<file path="src/rtl/uart_rx_cfg_pkg.sv">
// Shared UART types: parity selection, receiver FSM states and the 3-sample majority vote.
package uart_pkg;

    typedef enum logic [1:0] {
        PAR_NONE,
        PAR_EVEN,
        PAR_ODD
    } parity_e;

    // PARITY_BIT rather than PARITY so the state never collides with the PARITY parameter.
    typedef enum logic [2:0] {
        IDLE,
        START,
        DATA,
        PARITY_BIT,
        STOP,
        BREAK
    } rx_state_e;

    function automatic logic majority3(input logic a, input logic b, input logic c);
        return (a & b) | (a & c) | (b & c);
    endfunction

endpackage

</file>
<file path="src/rtl/uart_rx_cfg_if.sv">
// Serial line input plus received-word stream with error flags, overrun and busy status.
interface uart_rx_cfg_if #(
    parameter int DATA_BITS = 8
);
    logic                 rx;
    logic [DATA_BITS-1:0] out_data;
    logic                 out_parity_err;
    logic                 out_frame_err;
    logic                 out_valid;
    logic                 out_ready;
    logic                 overrun;
    logic                 busy;

    modport master (
        input  rx, out_ready,
        output out_data, out_parity_err, out_frame_err, out_valid, overrun, busy
    );

    modport slave (
        output rx, out_ready,
        input  out_data, out_parity_err, out_frame_err, out_valid, overrun, busy
    );
endinterface

</file>
<file path="src/rtl/uart_rx_cfg_baud_tick.sv">
// Free-running oversample tick generator: one-clock pulse every CLK_DIV clocks.
module uart_baud_tick #(
    parameter int CLK_DIV = 3
) (
    input  logic clk,
    input  logic reset,
    output logic o_tick
);
    localparam int CW = (CLK_DIV > 1) ? $clog2(CLK_DIV) : 1;
    localparam logic [CW-1:0] LAST = CW'(CLK_DIV - 1);

    logic [CW-1:0] r_tick_cnt;

    always_ff @(posedge clk) begin
        if (reset) begin
            r_tick_cnt <= '0;
        end else if (r_tick_cnt == LAST) begin
            r_tick_cnt <= '0;
        end else begin
            r_tick_cnt <= r_tick_cnt + 1'b1;
        end
    end

    assign o_tick = (r_tick_cnt == LAST);
endmodule

</file>
<file path="src/rtl/uart_rx_cfg.sv">
// UART receiver with majority-voted bit sampling, parity/framing checks, break recovery
// and a valid/ready output register that flags overrun when a finished word cannot be stored.
module uart_rx_cfg
    import uart_pkg::*;
#(
    parameter int      CLK_DIV    = 3,
    parameter int      OVERSAMPLE = 16,
    parameter int      DATA_BITS  = 8,
    parameter parity_e PARITY     = PAR_NONE,
    parameter int      STOP_BITS  = 1
) (
    input logic           clk,
    input logic           reset,
    uart_rx_cfg_if.master bus
);
    localparam int PH_W = (OVERSAMPLE > 1) ? $clog2(OVERSAMPLE) : 1;
    localparam int BC_W = (DATA_BITS > 1) ? $clog2(DATA_BITS) : 1;
    localparam logic [PH_W-1:0] PH_LAST = PH_W'(OVERSAMPLE - 1);
    localparam logic [PH_W-1:0] PH_S0   = PH_W'(OVERSAMPLE / 2 - 1);
    localparam logic [PH_W-1:0] PH_S1   = PH_W'(OVERSAMPLE / 2);
    localparam logic [PH_W-1:0] PH_DEC  = PH_W'(OVERSAMPLE / 2 + 1);
    localparam logic [BC_W-1:0] DATA_LAST = BC_W'(DATA_BITS - 1);
    localparam logic [BC_W-1:0] STOP_LAST = BC_W'(STOP_BITS - 1);

    logic                 w_tick;
    logic                 r_rx_meta, r_rxs;
    rx_state_e            r_state;
    logic [PH_W-1:0]      r_ph;
    logic [BC_W-1:0]      r_bit_cnt;
    logic                 r_s0, r_s1;
    logic [DATA_BITS-1:0] r_shift;
    logic                 r_perr, r_ferr;
    logic [DATA_BITS-1:0] r_out_data;
    logic                 r_out_perr, r_out_ferr, r_out_valid, r_overrun;
    logic                 w_dec, w_wrap, w_bit, w_complete, w_ferr_final, w_par_err;

    uart_baud_tick #(.CLK_DIV(CLK_DIV)) u_baud (
        .clk    (clk),
        .reset  (reset),
        .o_tick (w_tick)
    );

    assign w_dec        = w_tick && (r_ph == PH_DEC);
    assign w_wrap       = w_tick && (r_ph == PH_LAST);
    assign w_bit        = majority3(r_s0, r_s1, r_rxs);
    assign w_complete   = w_dec && (r_state == STOP) && (r_bit_cnt == STOP_LAST);
    assign w_ferr_final = r_ferr | ~w_bit;
    assign w_par_err    = ((^r_shift) ^ w_bit) != (PARITY == PAR_ODD);

    always_ff @(posedge clk) begin
        if (reset) begin
            r_rx_meta   <= 1'b1;
            r_rxs       <= 1'b1;
            r_state     <= IDLE;
            r_ph        <= '0;
            r_bit_cnt   <= '0;
            r_s0        <= 1'b1;
            r_s1        <= 1'b1;
            r_shift     <= '0;
            r_perr      <= 1'b0;
            r_ferr      <= 1'b0;
            r_out_data  <= '0;
            r_out_perr  <= 1'b0;
            r_out_ferr  <= 1'b0;
            r_out_valid <= 1'b0;
            r_overrun   <= 1'b0;
        end else begin
            r_rx_meta <= bus.rx;
            r_rxs     <= r_rx_meta;
            r_overrun <= 1'b0;

            if (w_tick && r_ph == PH_S0) r_s0 <= r_rxs;
            if (w_tick && r_ph == PH_S1) r_s1 <= r_rxs;
            if (w_tick && r_state != IDLE && r_state != BREAK)
                r_ph <= w_wrap ? '0 : r_ph + 1'b1;

            case (r_state)
                IDLE: begin
                    if (w_tick && !r_rxs) begin
                        r_state   <= START;
                        r_ph      <= PH_W'(1);
                        r_bit_cnt <= '0;
                        r_perr    <= 1'b0;
                        r_ferr    <= 1'b0;
                    end
                end
                START: begin
                    if (w_dec && w_bit) begin
                        r_state <= IDLE;
                        r_ph    <= '0;
                    end else if (w_wrap) begin
                        r_state <= DATA;
                    end
                end
                DATA: begin
                    if (w_dec) r_shift <= {w_bit, r_shift[DATA_BITS-1:1]};
                    if (w_wrap) begin
                        if (r_bit_cnt == DATA_LAST) begin
                            r_bit_cnt <= '0;
                            r_state   <= (PARITY == PAR_NONE) ? STOP : PARITY_BIT;
                        end else begin
                            r_bit_cnt <= r_bit_cnt + 1'b1;
                        end
                    end
                end
                PARITY_BIT: begin
                    if (w_dec)  r_perr  <= w_par_err;
                    if (w_wrap) r_state <= STOP;
                end
                STOP: begin
                    if (w_dec) r_ferr <= w_ferr_final;
                    // The frame ends at the last stop-bit decision, leaving the rest of the bit to resync.
                    if (w_complete) begin
                        r_state   <= w_ferr_final ? BREAK : IDLE;
                        r_ph      <= '0;
                        r_bit_cnt <= '0;
                    end else if (w_wrap) begin
                        r_bit_cnt <= r_bit_cnt + 1'b1;
                    end
                end
                BREAK: begin
                    if (w_tick && r_rxs) r_state <= IDLE;
                end
                default: r_state <= IDLE;
            endcase

            if (w_complete) begin
                if (!r_out_valid || bus.out_ready) begin
                    r_out_data  <= r_shift;
                    r_out_perr  <= r_perr;
                    r_out_ferr  <= w_ferr_final;
                    r_out_valid <= 1'b1;
                end else begin
                    r_overrun <= 1'b1;
                end
            end else if (r_out_valid && bus.out_ready) begin
                r_out_valid <= 1'b0;
            end
        end
    end

    assign bus.out_data       = r_out_data;
    assign bus.out_parity_err = r_out_perr;
    assign bus.out_frame_err  = r_out_ferr;
    assign bus.out_valid      = r_out_valid;
    assign bus.overrun        = r_overrun;
    assign bus.busy           = (r_state != IDLE);
endmodule

</file>
<file path="src/flat_wrapper.sv">
// flat-port wrapper written by rule: the top's interface ports become plain ports
module uart_rx_cfg_flat import uart_pkg::*;
#(
    parameter int      CLK_DIV    = 3,
    parameter int      OVERSAMPLE = 16,
    parameter int      DATA_BITS  = 8,
    parameter parity_e PARITY     = PAR_NONE,
    parameter int      STOP_BITS  = 1
)
  (clk, reset, bus_rx, bus_out_ready, bus_out_data, bus_out_parity_err, bus_out_frame_err, bus_out_valid, bus_overrun, bus_busy);
  uart_rx_cfg_if #(.DATA_BITS(DATA_BITS)) bus_i ();
  input logic clk;
  input logic reset;
  input wire logic [$bits(bus_i.rx)-1:0] bus_rx;
  input wire logic [$bits(bus_i.out_ready)-1:0] bus_out_ready;
  output wire logic [$bits(bus_i.out_data)-1:0] bus_out_data;
  output wire logic [$bits(bus_i.out_parity_err)-1:0] bus_out_parity_err;
  output wire logic [$bits(bus_i.out_frame_err)-1:0] bus_out_frame_err;
  output wire logic [$bits(bus_i.out_valid)-1:0] bus_out_valid;
  output wire logic [$bits(bus_i.overrun)-1:0] bus_overrun;
  output wire logic [$bits(bus_i.busy)-1:0] bus_busy;
  assign bus_i.rx = bus_rx;
  assign bus_i.out_ready = bus_out_ready;
  assign bus_out_data = bus_i.out_data;
  assign bus_out_parity_err = bus_i.out_parity_err;
  assign bus_out_frame_err = bus_i.out_frame_err;
  assign bus_out_valid = bus_i.out_valid;
  assign bus_overrun = bus_i.overrun;
  assign bus_busy = bus_i.busy;
  uart_rx_cfg #(.CLK_DIV(CLK_DIV), .OVERSAMPLE(OVERSAMPLE), .DATA_BITS(DATA_BITS), .PARITY(PARITY), .STOP_BITS(STOP_BITS)) u_core (.clk(clk), .reset(reset), .bus(bus_i));
endmodule
</file>
<file path="config.mk">
export PLATFORM = sky130hd
export DESIGN_NAME = uart_rx_cfg_flat
export DESIGN_NICKNAME = d
export VERILOG_FILES = /design/src/rtl/uart_rx_cfg_pkg.sv /design/src/rtl/uart_rx_cfg_if.sv /design/src/rtl/uart_rx_cfg_baud_tick.sv /design/src/rtl/uart_rx_cfg.sv /design/src/flat_wrapper.sv
export SDC_FILE = /design/constraint.sdc
export NUM_CORES = 1
export LEC_CHECK = 0
export BUFFER_PORTS_ARGS = -buffer_cell sky130_fd_sc_hd__buf_2
export CAP_MARGIN = 15
export CORE_MARGIN = 8
export CORE_UTILIZATION = 50
export CTS_BUF_LIST = sky130_fd_sc_hd__clkbuf_2 sky130_fd_sc_hd__clkbuf_4 sky130_fd_sc_hd__clkbuf_8
export DETAILED_ROUTE_END_ITERATION = 8
export GPL_TIMING_DRIVEN = 0
export PLACE_DENSITY = 0.69
export SLEW_MARGIN = 20
export SYNTH_ARGS = -nofsm -noshare
export SYNTH_HDL_FRONTEND = slang
export SYNTH_HIERARCHICAL = 1
export SYNTH_SLANG_ARGS = --single-unit
</file>
<file path="constraint.sdc">
create_clock -name clk -period 3.1 [get_ports clk]
set_clock_uncertainty 0.2 [all_clocks]
set_input_delay 0.155 -clock clk [delete_from_list [all_inputs] [get_ports clk]]
set_output_delay 0.155 -clock clk [all_outputs]
set_load 0.02 [all_outputs]
</file>
==> results.py <==
metrics = {
    "critical_path": {
        "timing_worst_setup_path_type": "reg -> reg",
        "cp_data_arrival_time_ns": 2.39,
        "path_max_fanout": 9,
        "r2r_cells": 9,
        "r2r_slack_ns": 0.73,
        "reg2reg_to": "u_core/r_bit_cnt[0]$_SDFFE_PP0P_",
        "r2r-start": "u_core/u_baud/r_tick_cnt[0]$_SDFF_PP0_",
        "worst_ep_required_time_ns": 3.12,
        "crit_path_start_kind": "register",
        "endpoint_kind": "register",
    },
    "logic_synthesis": {
        "ys_seq_area_share_pct": 40.5,
        "synthMuxAreaShare_pct": 5.86,
        "yosysTopAreaCellShare_pct": 40.5,
        "synth_cells": 215,
        "syn_avg_cell_area_sq_um": 8.74,
        "synth_area_sq_mm": 0.00188,
        "synth_top_cells_by_area": "dfxtp_1 (41%), mux2i_1 (5.9%), a21oi_1 (5.3%), ha_1 (4.7%), nor2_1 (4.2%)",
        "synth_cell_type_count": 45,
        "synth_top_family_by_area": "simple AND/OR/NAND/NOR gates",
        "yosys.area.top_type": "dfxtp_1",
        "synth_nets": 226,
        "yosys_warnings": 6,
        "synth_compound_area_share_pct": 14.4,
        "synth_fa_ha_area_share_pct": 5.20,
        "ys_ff_latch": 38,
        "yosys.area_share.simple_pct": 23.5,
        "synth_xor_area_share_pct": 4.93,
    },
    "place": {
        "gp_congestion": 0.833,
        "pre_cts_ws_ns": 0.768,
        "post_dp_cell_area_sq_mm": 0.00202,
        "dp_hpwl_mm": 2.67,
        "port_buffers": 16,
    },
    "timing": {
        "setup_tns_ns": 0,
        "setup_ws_ns": 0.735,
        "finalCritPeriodShare_pct": 76.3,
        "rsz0062_at_grt": "false",
        "setup_viol": 0,
        "holdWs_ns": 0.209,
        "hold_viol": 0,
        "drv_slew": 0,
        "clock.fmax_mhz": 423,
        "min_period_ns": 2.37,
        "worst_pin_slew_ns": 0.559,
        "slew_headroom_pct": 62.6,
    },
    "floorplanning": {
        "die_height_um": 77.3,
        "fp-row-count": 22,
        "coreArea_sq_mm": 0.00363,
        "fp.dieArea_sq_mm": 0.00597,
        "initial_core_util_pct": 51.7,
        "die_w_um": 77.3,
        "ioPinCount": 17,
    },
    "cells_and_area": {
        "final_layout_size_suffix_gt1_share_pct": 18.6,
        "final_nets": 252,
        "antenna_cells": 0,
        "area_growth_pct": 15.1,
        "final_cell_mix": "dfxtp_1 (38), buf_2 (22), nor2_1 (21)",
        "final_cell_area_sq_mm": 0.00216,
        "final_common_cell": "dfxtp_1",
        "fin_util_pct": 59.5,
    },
    "power": {
        "switching_share_pct": 25.4,
        "clkPwrFrac_pct": 38.7,
        "seq_power_share_pct": 47.7,
        "switchingPower_w": 0.000272,
        "internal-power_w": 0.000800,
        "irDropWorstVdd_v": 0.000248,
        "share_comb_of_total_power_pct": 13.6,
        "power_leakage_nw": 0.896,
        "power_density_mw_per_mm2": 496,
    },
    "detailed_routing": {
        "drt-total-wl_mm": 3.76,
        "drt-initial-drc-count": 107,
        "route.detailed.drc": 0,
        "viasPerCell": 5.24,
        "vias": 1519,
        "antenna_left": 0,
        "dr.pass1.iters": 4,
        "wl_per_cell_um": 13.0,
    },
    "hold_path": {
        "min_from": "u_core/r_rx_meta$_SDFF_PP1_",
        "hold_depth": 1,
        "hold_class": "reg -> reg",
        "holdPathEnd": "u_core/r_rxs$_SDFF_PP1_",
    },
    "global_routing": {
        "grt_util_all_layers_pct": 13.5,
        "antenna_found_initial": 0,
        "grt_start_max_net_pins": 14,
        "grt_first_pass_wirelength_mm": 6.69,
        "overflow": 0,
        "grt_pass1_vias": 1475,
    },
    "cts": {
        "cts_made_buffers": 5,
        "htreeDepth": 2,
        "cts_setup_buffers": 0,
        "root_buffer": "clkbuf_8",
        "clk_latency_ns": 0.29,
        "cts.sinks": 38,
        "path_clk_slew_ns": 0.07,
        "cts_tree": "done",
        "cts_buffer_depth": 2,
    },
    "outcome": {
        "status": "finished, final reports clean",
    },
    "job": {
        "drv_cap": 0,
    },
}
critical path, cell delays in order, from the launching register on:
cell	delay, ns
dfxtp_1	0.32
inv_1	0.06
ha_1	0.20
buf_2	0.22
and4b_1	0.21
buf_4	0.16
a21boi_2	0.07
a211o_1	0.36
or3_1	0.39
a21oi_2	0.12
cells by family after synthesis:
group | after synthesis
simple gates | 84
compound gates | 42
flops | 38
buf+inv | 23
mux | 11
xor+xnor | 9
fa+ha+maj | 8
per-stage QoR:
| stage | cells | total power, W |
|---|---|---|
| 4_1_cts | 290 | 0.00109 |
| 5_1_grt | 290 | 0.00112 |
| 3_3_place_gp | 279 | 0.000663 |
| 6_report | 290 | 0.00107 |
| 3_5_place_dp | 279 | 0.000664 |
| 2_1_floorplan | 215 | 0.000632 |
what timing repair did:
action / CTS / global route
endpoints found under the setup margin: 0 / 0
hold buffers: 3 / 0
hold endpoints to repair: 4 / 0
gates resized for setup: 0 / 0
registers in the layout, indices dropped and copies added, names as in the netlist:
signal,flops
u_core/bus.out_data,8
u_core/r_shift,8
u_core/r_ph,4
u_core/r_bit_cnt,3
u_core/r_state,3
u_core/u_baud/r_tick_cnt,2
u_core/bus.out_frame_err,1
u_core/bus.out_parity_err,1
u_core/bus.out_valid,1
u_core/bus.overrun,1
u_core/r_ferr,1
u_core/r_perr,1
u_core/r_rx_meta,1
u_core/r_rxs,1
u_core/r_s0,1
u_core/r_s1,1
metal layers:
| layer | GRT usage (%) | vias to the layer above | share of wire, % |
|---|---|---|---|
| li1 | - | 796 | - |
| met4 | 5.66 | 0 | 0.66 |
| met1 | 16.8 | 702 | 51 |
| met2 | 20.4 | 19 | 44 |
| met5 | 0 | - | 0 |
| met3 | 4.90 | 2 | 3.8 |
how the worst max path moves through the flow:
stage | cells after the start | slack [ns] | startpoint | endpoint
2_1_floorplan | 9 | 0.94 | u_core/u_baud/r_tick_cnt[0]$_SDFF_PP0_ | u_core/r_bit_cnt[0]$_SDFFE_PP0P_
3_5_place_dp | 9 | 0.77 | u_core/u_baud/r_tick_cnt[0]$_SDFF_PP0_ | u_core/r_bit_cnt[0]$_SDFFE_PP0P_
4_1_cts | 9 | 0.73 | u_core/u_baud/r_tick_cnt[0]$_SDFF_PP0_ | u_core/r_bit_cnt[0]$_SDFFE_PP0P_
5_1_grt | 9 | 0.54 | u_core/u_baud/r_tick_cnt[0]$_SDFF_PP0_ | u_core/r_shift[6]$_SDFFE_PP0P_
6_report | 9 | 0.73 | u_core/u_baud/r_tick_cnt[0]$_SDFF_PP0_ | u_core/r_bit_cnt[0]$_SDFFE_PP0P_
3_3_place_gp | 9 | 0.78 | u_core/u_baud/r_tick_cnt[0]$_SDFF_PP0_ | u_core/r_bit_cnt[0]$_SDFFE_PP0P_
cell type report:
type / instances / area [sq um]
flip-flops and latches: 38 / 761
multi-input cells: 154 / 1010
repair buffers: 19 / 110
well taps: 48 / 60.1
clock buffers: 5 / 68.8
fillers: 340 / 1470
inverters: 9 / 33.8
clock inverters: 3 / 45.0
plain buffers: 14 / 71.3
synth_stat cells (all sizes together):
| cell type | number |
|---|---|
| a21oi | 21 |
| maj3 | 1 |
| and4 | 1 |
| and2 | 2 |
| xor2 | 2 |
| buf | 8 |
| o31ai | 1 |
| and3 | 2 |
| nand2b | 4 |
| or2 | 6 |
| and2b | 1 |
| inv | 9 |
| xnor2 | 6 |
| and4b | 1 |
| dfxtp | 38 |
| nor3b | 1 |
| o22ai | 1 |
| a21boi | 2 |
| o21ai | 7 |
| or3 | 3 |
| a2111oi | 2 |
| nor2 | 21 |
| or3b | 1 |
| a21o | 1 |
| nand2 | 15 |
| a311oi | 1 |
| nor2b | 2 |
| nand4b | 3 |
| ha | 7 |
| mux2i | 11 |
| o21a | 1 |
| nand3 | 11 |
| nor3 | 7 |
| o221a | 1 |
| xnor3 | 1 |
| nand4 | 3 |
| a211o | 3 |
| clkbuf | 6 |
| a221oi | 1 |
power by group through the flow:
stage                     sequential, W  combinational (W)  clock [W]
after detailed placement       0.000522           0.000141          0
after floorplan                0.000521           0.000112          0
after CTS                      0.000512           0.000144   0.000430
after global placement         0.000522           0.000141          0
final                          0.000512           0.000145   0.000415
after global routing           0.000513           0.000160   0.000451
No activity file was read; power rests on OpenSTA's default activity.
